### src/rtl/piso_if.sv
// piso_if: parallel word in, mode select and serial bit out.
// The master drives control and in; the shift register drives out.
interface piso_if #(
    parameter int N = 8
);
    logic         control;
    logic [N-1:0] in;
    logic         out;

    modport master (
        output control,
        output in,
        input  out
    );

    modport slave (
        input  control,
        input  in,
        output out
    );
endinterface

### src/rtl/piso.sv
// piso: parallel-in serial-out shift register.
// Loads a word on control=0, shifts one position per clock on control=1.
module piso #(
    parameter int N         = 8,
    parameter bit MSB_FIRST = 1'b1
) (
    input  logic clk,
    input  logic rst,
    piso_if.slave bus
);

    localparam int HEAD = MSB_FIRST ? N - 1 : 0;

    logic [N-1:0] sr_q;
    logic [N-1:0] sr_d;

    // next shift-register contents: load the word or shift with zero fill
    always_comb begin
        sr_d = sr_q;
        if (!bus.control) begin
            sr_d = bus.in;
        end else if (MSB_FIRST) begin
            sr_d = {sr_q[N-2:0], 1'b0};
        end else begin
            sr_d = {1'b0, sr_q[N-1:1]};
        end
    end

    // shift-register state, cleared immediately by reset
    always_ff @(posedge clk or negedge rst) begin
        if (!rst) begin
            sr_q <= '0;
        end else begin
            sr_q <= sr_d;
        end
    end

    assign bus.out = sr_q[HEAD];

endmodule

### src/flat_wrapper.sv
// flat-port wrapper written by rule: the top's interface ports become plain ports
module piso_flat 
#(
    parameter int N         = 8,
    parameter bit MSB_FIRST = 1'b1
)
  (clk, rst, bus_control, bus_in, bus_out);
  piso_if #(.N(N)) bus_i ();
  input  logic clk;
  input  logic rst;
  input wire logic [$bits(bus_i.control)-1:0] bus_control;
  input wire logic [$bits(bus_i.in)-1:0] bus_in;
  output wire logic [$bits(bus_i.out)-1:0] bus_out;
  assign bus_i.control = bus_control;
  assign bus_i.in = bus_in;
  assign bus_out = bus_i.out;
  piso #(.N(N), .MSB_FIRST(MSB_FIRST)) u_core (.clk(clk), .rst(rst), .bus(bus_i));
endmodule
### config.mk
export PLATFORM = sky130hd
export DESIGN_NAME = piso_flat
export DESIGN_NICKNAME = d
export VERILOG_FILES = /design/src/rtl/piso_if.sv /design/src/rtl/piso.sv /design/src/flat_wrapper.sv
export SDC_FILE = /design/constraint.sdc
export NUM_CORES = 1
export LEC_CHECK = 0
export BUFFER_PORTS_ARGS = -buffer_cell sky130_fd_sc_hd__buf_2
export CELL_PAD_IN_SITES_DETAIL_PLACEMENT = 1
export CELL_PAD_IN_SITES_GLOBAL_PLACEMENT = 2
export CORE_AREA = 2 2 39 41
export CTS_CLUSTER_DIAMETER = 30
export DETAILED_ROUTE_END_ITERATION = 7
export DIE_AREA = 0 0 41 43
export HOLD_SLACK_MARGIN = 0.12
export PLACE_DENSITY_LB_ADDON = 0.2
export SYNTH_ARGS = -nofsm -noshare
export SYNTH_HDL_FRONTEND = slang
export SYNTH_SLANG_ARGS = --single-unit
### constraint.sdc
create_clock -name clk -period 1 [get_ports clk]
set_input_delay 0.2 -clock clk [delete_from_list [all_inputs] [get_ports clk]]
set_output_delay 0.2 -clock clk [all_outputs]
set_load 0.005 [all_outputs]
==> flow_summary_export.csv, run 1 <==
group,metric,value,unit
status,status,"completed",
floorplanning,dieHeight,43,µm
synthesis,netlist_instances,17,
finish,finalNetCount,44,
cts,clk_pin_slew,50,ps
grt,grt_pass1_wl,876,µm
place,io_buffers,11,
synthesis,syn_avg_cell_area,19.14,µm²
cts,clock_path_buffers,2,
grt,grtUsageTotal,0.08511,
cts,cts_num_sinks,8,
worst_setup_path,ff2ff_setup_slack,270,ps
synthesis,synth_area,325.3,µm²
synthesis,yosysWarnings,0,
power,cellPowerDensity,1622,nW/µm²
worst_setup_path,r2r_cells,1,
synthesis,synth_cell_types,4,
worst_setup_path,worstPathCellList,"buf_2",
finish,largest-register,"u_core.sr_q",
finish,reg.largest.list,"u_core.sr_q (8)",
floorplanning,die_x,41,µm
finish,post-route-util,0.3047,
drt,vias_per_cell,3.936,
place,finalWeightedCongestion,0.5612,
min_path,hold_start,"bus_in[0]",
worst_setup_path,rr_startpoint,"u_core.sr_q[5]",
worst_setup_path,cpMaxStageDelayCell,"dfrtp_1",
timing,max_clock_freq,1083,MHz
worst_setup_path,crit_type,"flip-flop to output port",
drt,dr_total_vias,185,
synthesis,synth_top_area_frac,0.6154,
power,power.leakage,0.2197,nW
cts,htree_levels,1,
timing,rsz0062_at_grt,"false",
worst_setup_path,start_kind,"flip-flop",
drt,ant_nets,0,
worst_setup_path,critical_path_buf_inv_count,1,
worst_setup_path,arrival,720,ps
synthesis,synth.area.top_cells,"dfrtp_1 62%, mux2_4 32%, buf_6 3.5%",
timing,hold_ws,178.8,ps
finish,largest_register_ffs,8,
timing,finalCritPeriodShare,0.9230,
grt,grt_pass1_vias,212,
power,vdd_drop_max,0.5678,mV
min_path,hp-class,"input port to flip-flop",
worst_setup_path,crit_fanout,1,
grt,grt_start_max_net_pins,9,
worst_setup_path,rr_endpoint,"u_core.sr_q[6]",
floorplanning,die_area,1763,µm²
floorplanning,core,1384,µm²
drt,drc_errors,0,
floorplanning,ioPinCount,12,
timing,tightest_slew,231.5,ps
cts,cts_buffers,3,
drt,drt_iter0_drc,0,
cts,ctsResizeCount,0,
cts,worstSkewPairLatency,240,ps
finish,final_cell_mix,"11 x buf_2, 8 x dfrtp_1, 7 x mux2_4, 3 x clkbuf_4",
min_path,worstHoldPathCells,2,
min_path,hold_end,"u_core.sr_q[0]",
timing,clock_skew,1.901,ps
finish,layout_commonest_cell,"buf_2",
job,maxCapViolCount,0,
place,dpl.hpwl,413.4,µm
finish,syn2layout_area_growth,29.62,%
worst_setup_path,critPathMaxStageDelay,360,ps
synthesis,yosysSeqAreaShare,0.6154,
finish,drive_gt1_frac,0.7097,
synthesis,ys_seq_elements,8,
timing,tns,0,ps
drt,routed_wl,527,µm
timing,period_needed,923.0,ps
timing,hold_viol_final,0,
timing,slew_viol_final,0,
floorplanning,start_util,0.2351,
worst_setup_path,end_kind,"output port",
worst_setup_path,required,800,ps
grt,antenna_found_initial,0,
timing,report.final.setup_viol,0,
cts,cts_tree,"built",
worst_setup_path,crit_family,"flip-flops",
grt,grt_overflow,0,
cts,cts_root_buf,"clkbuf_4",
drt,routedWlPerCell,11.21,µm
timing,maxSlewHeadroom,0.8457,
finish,insertedDiodeCount,0,
synthesis,synth_nets,28,
synthesis,yosys.area.top_type,"dfrtp_1",
drt,first_pass_iters,1,
floorplanning,placementRows,14,
==> repair_timing <==
item,4_1_cts,5_1_grt
hold buffers,1,0
buffers inserted,0,0
hold endpoints to repair,8,0
==> kinds of logic after synthesis <==
kind of cell,after synthesis,share of synthesized area
flip-flops,8,0.6154
buffers and inverters,1,0.03461
AND/OR/NAND/NOR,1,0.02693
multiplexers,7,0.3231
==> cell usage after synthesis <==
cell type and instances:
and2b_2 1, buf_6 1, dfrtp_1 8, mux2_4 7
==> how the worst max path moves through the flow <==
| stage | from | end | cells past startpoint |
|---|---|---|---|
| 5_1_grt | u_core.sr_q[7] | bus_out | 1 |
| 2_1_floorplan | bus_control | u_core.sr_q[1] | 2 |
| 3_3_place_gp | bus_control | u_core.sr_q[2] | 2 |
| 4_1_cts | u_core.sr_q[7] | bus_out | 1 |
| 3_5_place_dp | bus_control | u_core.sr_q[7] | 2 |
| 6_report | u_core.sr_q[7] | bus_out | 1 |
==> final cells by class <==
cell class,count,area [µm²]
Fill cell,157,962.2
Sequential cell,8,200.2
Multi-Input combinational cell,8,113.9
Timing Repair Buffer,12,65.06
Clock buffer,3,22.52
Tap cell,16,20.02
==> metal layers <==
layer | vias up | GRT usage | routed length, µm
met5 | - | 0 | 0
met4 | 0 | 0.1000 | 8
met3 | 2 | 0.03141 | 44
met2 | 7 | 0.1125 | 278
met1 | 90 | 0.08940 | 195
li1 | 86 | - | -
==> where the power goes <==
part	total [mW]	switching, mW	internal (mW)
combinational	0.0872	0.0273	0.0600
clock	0.235	0.0986	0.137
sequential	0.362	0.00886	0.353
total	0.684	0.135	0.549
==> metrics by stage <==
stage               power, mW  instances  area [µm²]  worst slack (ps)
global placement       0.4501         43       389.1             124.2
finish                 0.6840         47       421.7             76.99
detailed placement     0.4540         43       389.1             109.5
CTS                    0.7042         47       421.7             53.78
global route           0.7329         47       421.7             38.29
floorplan              0.4204         17       325.3             264.8
Power figures use the tool's default switching activity.
==> inputs of run 2 (changes only) <==
--- a/config.mk
+++ b/config.mk
@@ -13,7 +13,7 @@
 export DETAILED_ROUTE_END_ITERATION = 7
 export DIE_AREA = 0 0 41 43
 export HOLD_SLACK_MARGIN = 0.12
-export PLACE_DENSITY_LB_ADDON = 0.2
+export PLACE_DENSITY_LB_ADDON = 0.1
 export SYNTH_ARGS = -nofsm -noshare
 export SYNTH_HDL_FRONTEND = slang
 export SYNTH_SLANG_ARGS = --single-unit
==> flow_summary_export.csv, run 2 (synthesized netlist as in run 1, its figures left out) <==
group,metric,value,unit
grt,grtUsageTotal,0.1005,
timing,rsz0062_at_grt,"false",
timing,hold_viol_final,0,
timing,slew_viol_final,0,
finish,fillers,145,
drt,vias_per_cell,4.000,
min_path,hp-class,"input port to flip-flop",
worst_setup_path,crit_type,"flip-flop to output port",
worst_setup_path,critPathMaxStageDelay,350,ps
finish,regArea,200.2,µm²
cts,htree_levels,1,
worst_setup_path,worstPathCellList,"buf_2",
finish,reg.largest.list,"u_core.sr_q (8)",
finish,insertedDiodeCount,0,
floorplanning,placementRows,14,
timing,setup_ws,63.03,ps
timing,period_needed,937.0,ps
finish,drive_gt1_frac,0.7097,
finish,final_area,421.7,µm²
finish,largest_register_ffs,8,
worst_setup_path,ff2ff_setup_slack,260,ps
place,pre_cts_ws,121.4,ps
finish,post-route-util,0.3047,
cts,cts_tree,"built",
worst_setup_path,required,800,ps
floorplanning,ioPinCount,12,
worst_setup_path,start_kind,"flip-flop",
drt,drc_errors,0,
cts,clock_path_buffers,2,
job,maxCapViolCount,0,
grt,grt_start_max_net_pins,9,
floorplanning,dieHeight,43,µm
worst_setup_path,cpMaxStageDelayCell,"dfrtp_1",
worst_setup_path,arrival,740,ps
floorplanning,die_area,1763,µm²
drt,routed_wl,588,µm
worst_setup_path,end_kind,"output port",
place,placed_area,389.1,µm²
drt,ant_nets,0,
cts,worstSkewPairLatency,260,ps
finish,largest-register,"u_core.sr_q",
timing,hold_ws,164.4,ps
cts,clk_pin_slew,60,ps
drt,first_pass_iters,1,
timing,report.final.setup_viol,0,
floorplanning,die_x,41,µm
timing,tns,0,ps
power,vdd_drop_max,0.7980,mV
timing,tightest_slew,229.7,ps
floorplanning,core,1384,µm²
status,status,"completed",
drt,drt_iter0_drc,0,
place,finalWeightedCongestion,0.6002,
power,power.leakage,0.2197,nW
power,cellPowerDensity,1662,nW/µm²
drt,dr_total_vias,188,
worst_setup_path,crit_fanout,1,
grt,grt_pass1_wl,959,µm
finish,layout_commonest_cell,"buf_2",
place,io_buffers,11,
cts,cts_buffers,3,
grt,grt_overflow,0,
grt,antenna_found_initial,0,
grt,grt_pass1_vias,207,
finish,syn2layout_area_growth,29.62,%
timing,finalCritPeriodShare,0.9370,
timing,clock_skew,7.805,ps
cts,post_cts_buffers,0,
cts,cts_root_buf,"clkbuf_4",
finish,finalNetCount,44,
timing,maxSlewHeadroom,0.8469,
worst_setup_path,critical_path_buf_inv_count,1,
finish,final_cell_mix,"11 x buf_2, 8 x dfrtp_1, 7 x mux2_4, 3 x clkbuf_4",
worst_setup_path,crit_family,"flip-flops",
finish,multi_input_area,113.9,µm²
timing,max_clock_freq,1067,MHz
cts,cts_num_sinks,8,
drt,routedWlPerCell,12.51,µm
floorplanning,start_util,0.2351,
[run 2: cell counts in the layout (fill, tap and decap cells not counted)]
Identical to the previous run, type by type.
[run 2: area by class of cell]
cell class	count	area share
clock buffers	3	0.05341
well taps	16	0.04748
multi-input cells	8	0.2700
flip-flops and latches	8	0.4748
repair buffers	12	0.1543
[run 2: worst paths after layout]
kind                                     start             end  cells past startpoint
worst max-delay path            u_core.sr_q[7]         bus_out                      1
worst min-delay path                 bus_in[7]  u_core.sr_q[7]                      2
worst max register to register  u_core.sr_q[1]  u_core.sr_q[2]                      1
worst min register to register  u_core.sr_q[3]  u_core.sr_q[4]                      1
max in group asynchronous                  rst  u_core.sr_q[1]                      2
min in group asynchronous                  rst  u_core.sr_q[7]                      2
[run 2: metal layers]
layer | up-vias | track usage | share of wire
met1 | 88 | 0.09667 | 0.34
met5 | - | 0 | 0
met2 | 11 | 0.1156 | 0.50
li1 | 85 | - | -
met3 | 4 | 0.09424 | 0.11
met4 | 0 | 0.1000 | 0.039
[run 2: power breakdown]
group	internal, mW	total [mW]	switching [mW]
Clock	0.138	0.251	0.114
Combinational	0.0600	0.0876	0.0277
Sequential	0.353	0.362	0.00905
[run 2: metrics by stage]
stage	instances	power, mW
3_5_place_dp	43	0.4541
3_3_place_gp	43	0.4502
4_1_cts	47	0.7190
6_report	47	0.7007
2_1_floorplan	17	0.4204
5_1_grt	47	0.7599
[run 2: timing repair]
item / CTS / global route
hold endpoints to repair: 8 / 0
hold buffers: 1 / 0
resized for setup: 0 / 0
==> inputs of run 3 (changes only) <==
--- a/config.mk
+++ b/config.mk
@@ -13,7 +13,7 @@
 export DETAILED_ROUTE_END_ITERATION = 7
 export DIE_AREA = 0 0 41 43
 export HOLD_SLACK_MARGIN = 0.12
-export PLACE_DENSITY_LB_ADDON = 0.1
+export PLACE_DENSITY = 0.63
 export SYNTH_ARGS = -nofsm -noshare
 export SYNTH_HDL_FRONTEND = slang
 export SYNTH_SLANG_ARGS = --single-unit
==> flow_summary_export.csv, run 3 (synthesized netlist as in run 1, its figures left out) <==
group,metric,value,unit
cts,cts_buffers,3,
finish,fillers,152,
finish,final_cell_mix,"11 x buf_2, 8 x dfrtp_1, 7 x mux2_4, 3 x clkbuf_4",
timing,maxSlewHeadroom,0.8451,
floorplanning,dieHeight,43,µm
drt,vias_per_cell,3.830,
timing,slew_viol_final,0,
power,cellPowerDensity,1617,nW/µm²
finish,largest-register,"u_core.sr_q",
cts,cts_num_sinks,8,
grt,antenna_found_initial,0,
place,finalWeightedCongestion,0.5849,
worst_setup_path,critical_path_buf_inv_count,1,
cts,ctsResizeCount,0,
floorplanning,start_util,0.2351,
worst_setup_path,crit_type,"flip-flop to output port",
worst_setup_path,rr_startpoint,"u_core.sr_q[5]",
worst_setup_path,rr_endpoint,"u_core.sr_q[6]",
finish,insertedDiodeCount,0,
timing,hold_ws,184.2,ps
min_path,hold_start,"bus_in[0]",
cts,clock_path_buffers,2,
finish,syn2layout_area_growth,29.62,%
timing,finalCritPeriodShare,0.9188,
floorplanning,placementRows,14,
timing,report.final.setup_viol,0,
worst_setup_path,r2r_cells,1,
drt,first_pass_iters,1,
drt,routedWlPerCell,11.15,µm
timing,period_needed,918.8,ps
drt,ant_nets,0,
timing,clock_skew,2.582,ps
worst_setup_path,arrival,720,ps
drt,routed_wl,524,µm
min_path,hold_end,"u_core.sr_q[0]",
job,maxCapViolCount,0,
worst_setup_path,worstPathCellList,"buf_2",
drt,drt_iter0_drc,0,
min_path,hp-class,"input port to flip-flop",
timing,tightest_slew,232.4,ps
floorplanning,core,1384,µm²
worst_setup_path,ff2ff_setup_slack,260,ps
cts,htree_levels,1,
worst_setup_path,crit_fanout,1,
worst_setup_path,critPathMaxStageDelay,360,ps
floorplanning,ioPinCount,12,
place,io_buffers,11,
finish,finalNetCount,44,
power,power.leakage,0.2197,nW
drt,dr_total_vias,180,
cts,clk_pin_slew,50,ps
cts,cts_tree,"built",
finish,drive_gt1_frac,0.7097,
floorplanning,die_area,1763,µm²
timing,hold_viol_final,0,
grt,grt_overflow,0,
grt,grt_pass1_wl,841,µm
timing,rsz0062_at_grt,"false",
power,vdd_drop_max,0.5162,mV
timing,max_clock_freq,1088,MHz
worst_setup_path,cp-startpoint,"u_core.sr_q[7]",
grt,grt_start_max_net_pins,9,
worst_setup_path,required,800,ps
finish,layout_commonest_cell,"buf_2",
worst_setup_path,end_kind,"output port",
cts,cts_root_buf,"clkbuf_4",
status,status,"completed",
worst_setup_path,start_kind,"flip-flop",
finish,largest_register_ffs,8,
grt,grtUsageTotal,0.07426,
worst_setup_path,cpMaxStageDelayCell,"dfrtp_1",
drt,drc_errors,0,
min_path,worstHoldPathCells,2,
timing,tns,0,ps
grt,grt_pass1_vias,215,
cts,worstSkewPairLatency,240,ps
floorplanning,die_x,41,µm
worst_setup_path,crit_family,"flip-flops",
finish,reg.largest.list,"u_core.sr_q (8)",
[run 3: cell counts in the layout (fill, tap and decap cells not counted)]
No cell type changed its count.
[run 3: layer usage]
layer  vias up  share of wire  GRT usage  routed length (µm)
li1         86              -          -                   -
met1        83           0.46     0.1007                 240
met2        11           0.43    0.09688                 226
met3         0           0.11    0.01571                  57
met4         0              0    0.06000                   0
met5         -              0          0                   0
[run 3: worst max path at each step]
stage,end,depth (start not counted)
global placement,u_core.sr_q[2],2
CTS,bus_out,1
finish,bus_out,1
global route,bus_out,1
detailed placement,u_core.sr_q[1],2
floorplan,u_core.sr_q[1],2
[run 3: timing repair]
action / CTS / global route
endpoints found under the hold margin: 8 / 0
buffers inserted: 0 / 0
hold buffers: 1 / 0
[run 3: cell type report]
cell class / count / area (µm²) / share of cell area
flip-flops and latches: 8 / 200.2 / 0.4748
multi-input cells: 8 / 113.9 / 0.2700
repair buffers: 12 / 65.06 / 0.1543
clock buffers: 3 / 22.52 / 0.05341
well taps: 16 / 20.02 / 0.04748
[run 3: where the power goes]
| group | total (mW) | internal, mW | switching (mW) |
|---|---|---|---|
| sequential | 0.362 | 0.353 | 0.00877 |
| combinational | 0.0875 | 0.0600 | 0.0275 |
| clock | 0.233 | 0.136 | 0.0964 |
| total | 0.682 | 0.549 | 0.133 |
[run 3: stage by stage]
| stage | worst slack, ps | power, mW | std cells | utilization | instance area (µm²) |
|---|---|---|---|---|---|
| 2_1_floorplan | 264.8 | 0.4204 | 17 | - | 325.3 |
| 3_3_place_gp | 128.4 | 0.4499 | 43 | 0.2812 | 389.1 |
| 3_5_place_dp | 116.2 | 0.4531 | 43 | 0.2812 | 389.1 |
| 4_1_cts | 69.72 | 0.7003 | 47 | 0.3047 | 421.7 |
| 5_1_grt | 49.36 | 0.7199 | 47 | 0.3047 | 421.7 |
| 6_report | 81.24 | 0.6820 | 47 | 0.3047 | 421.7 |
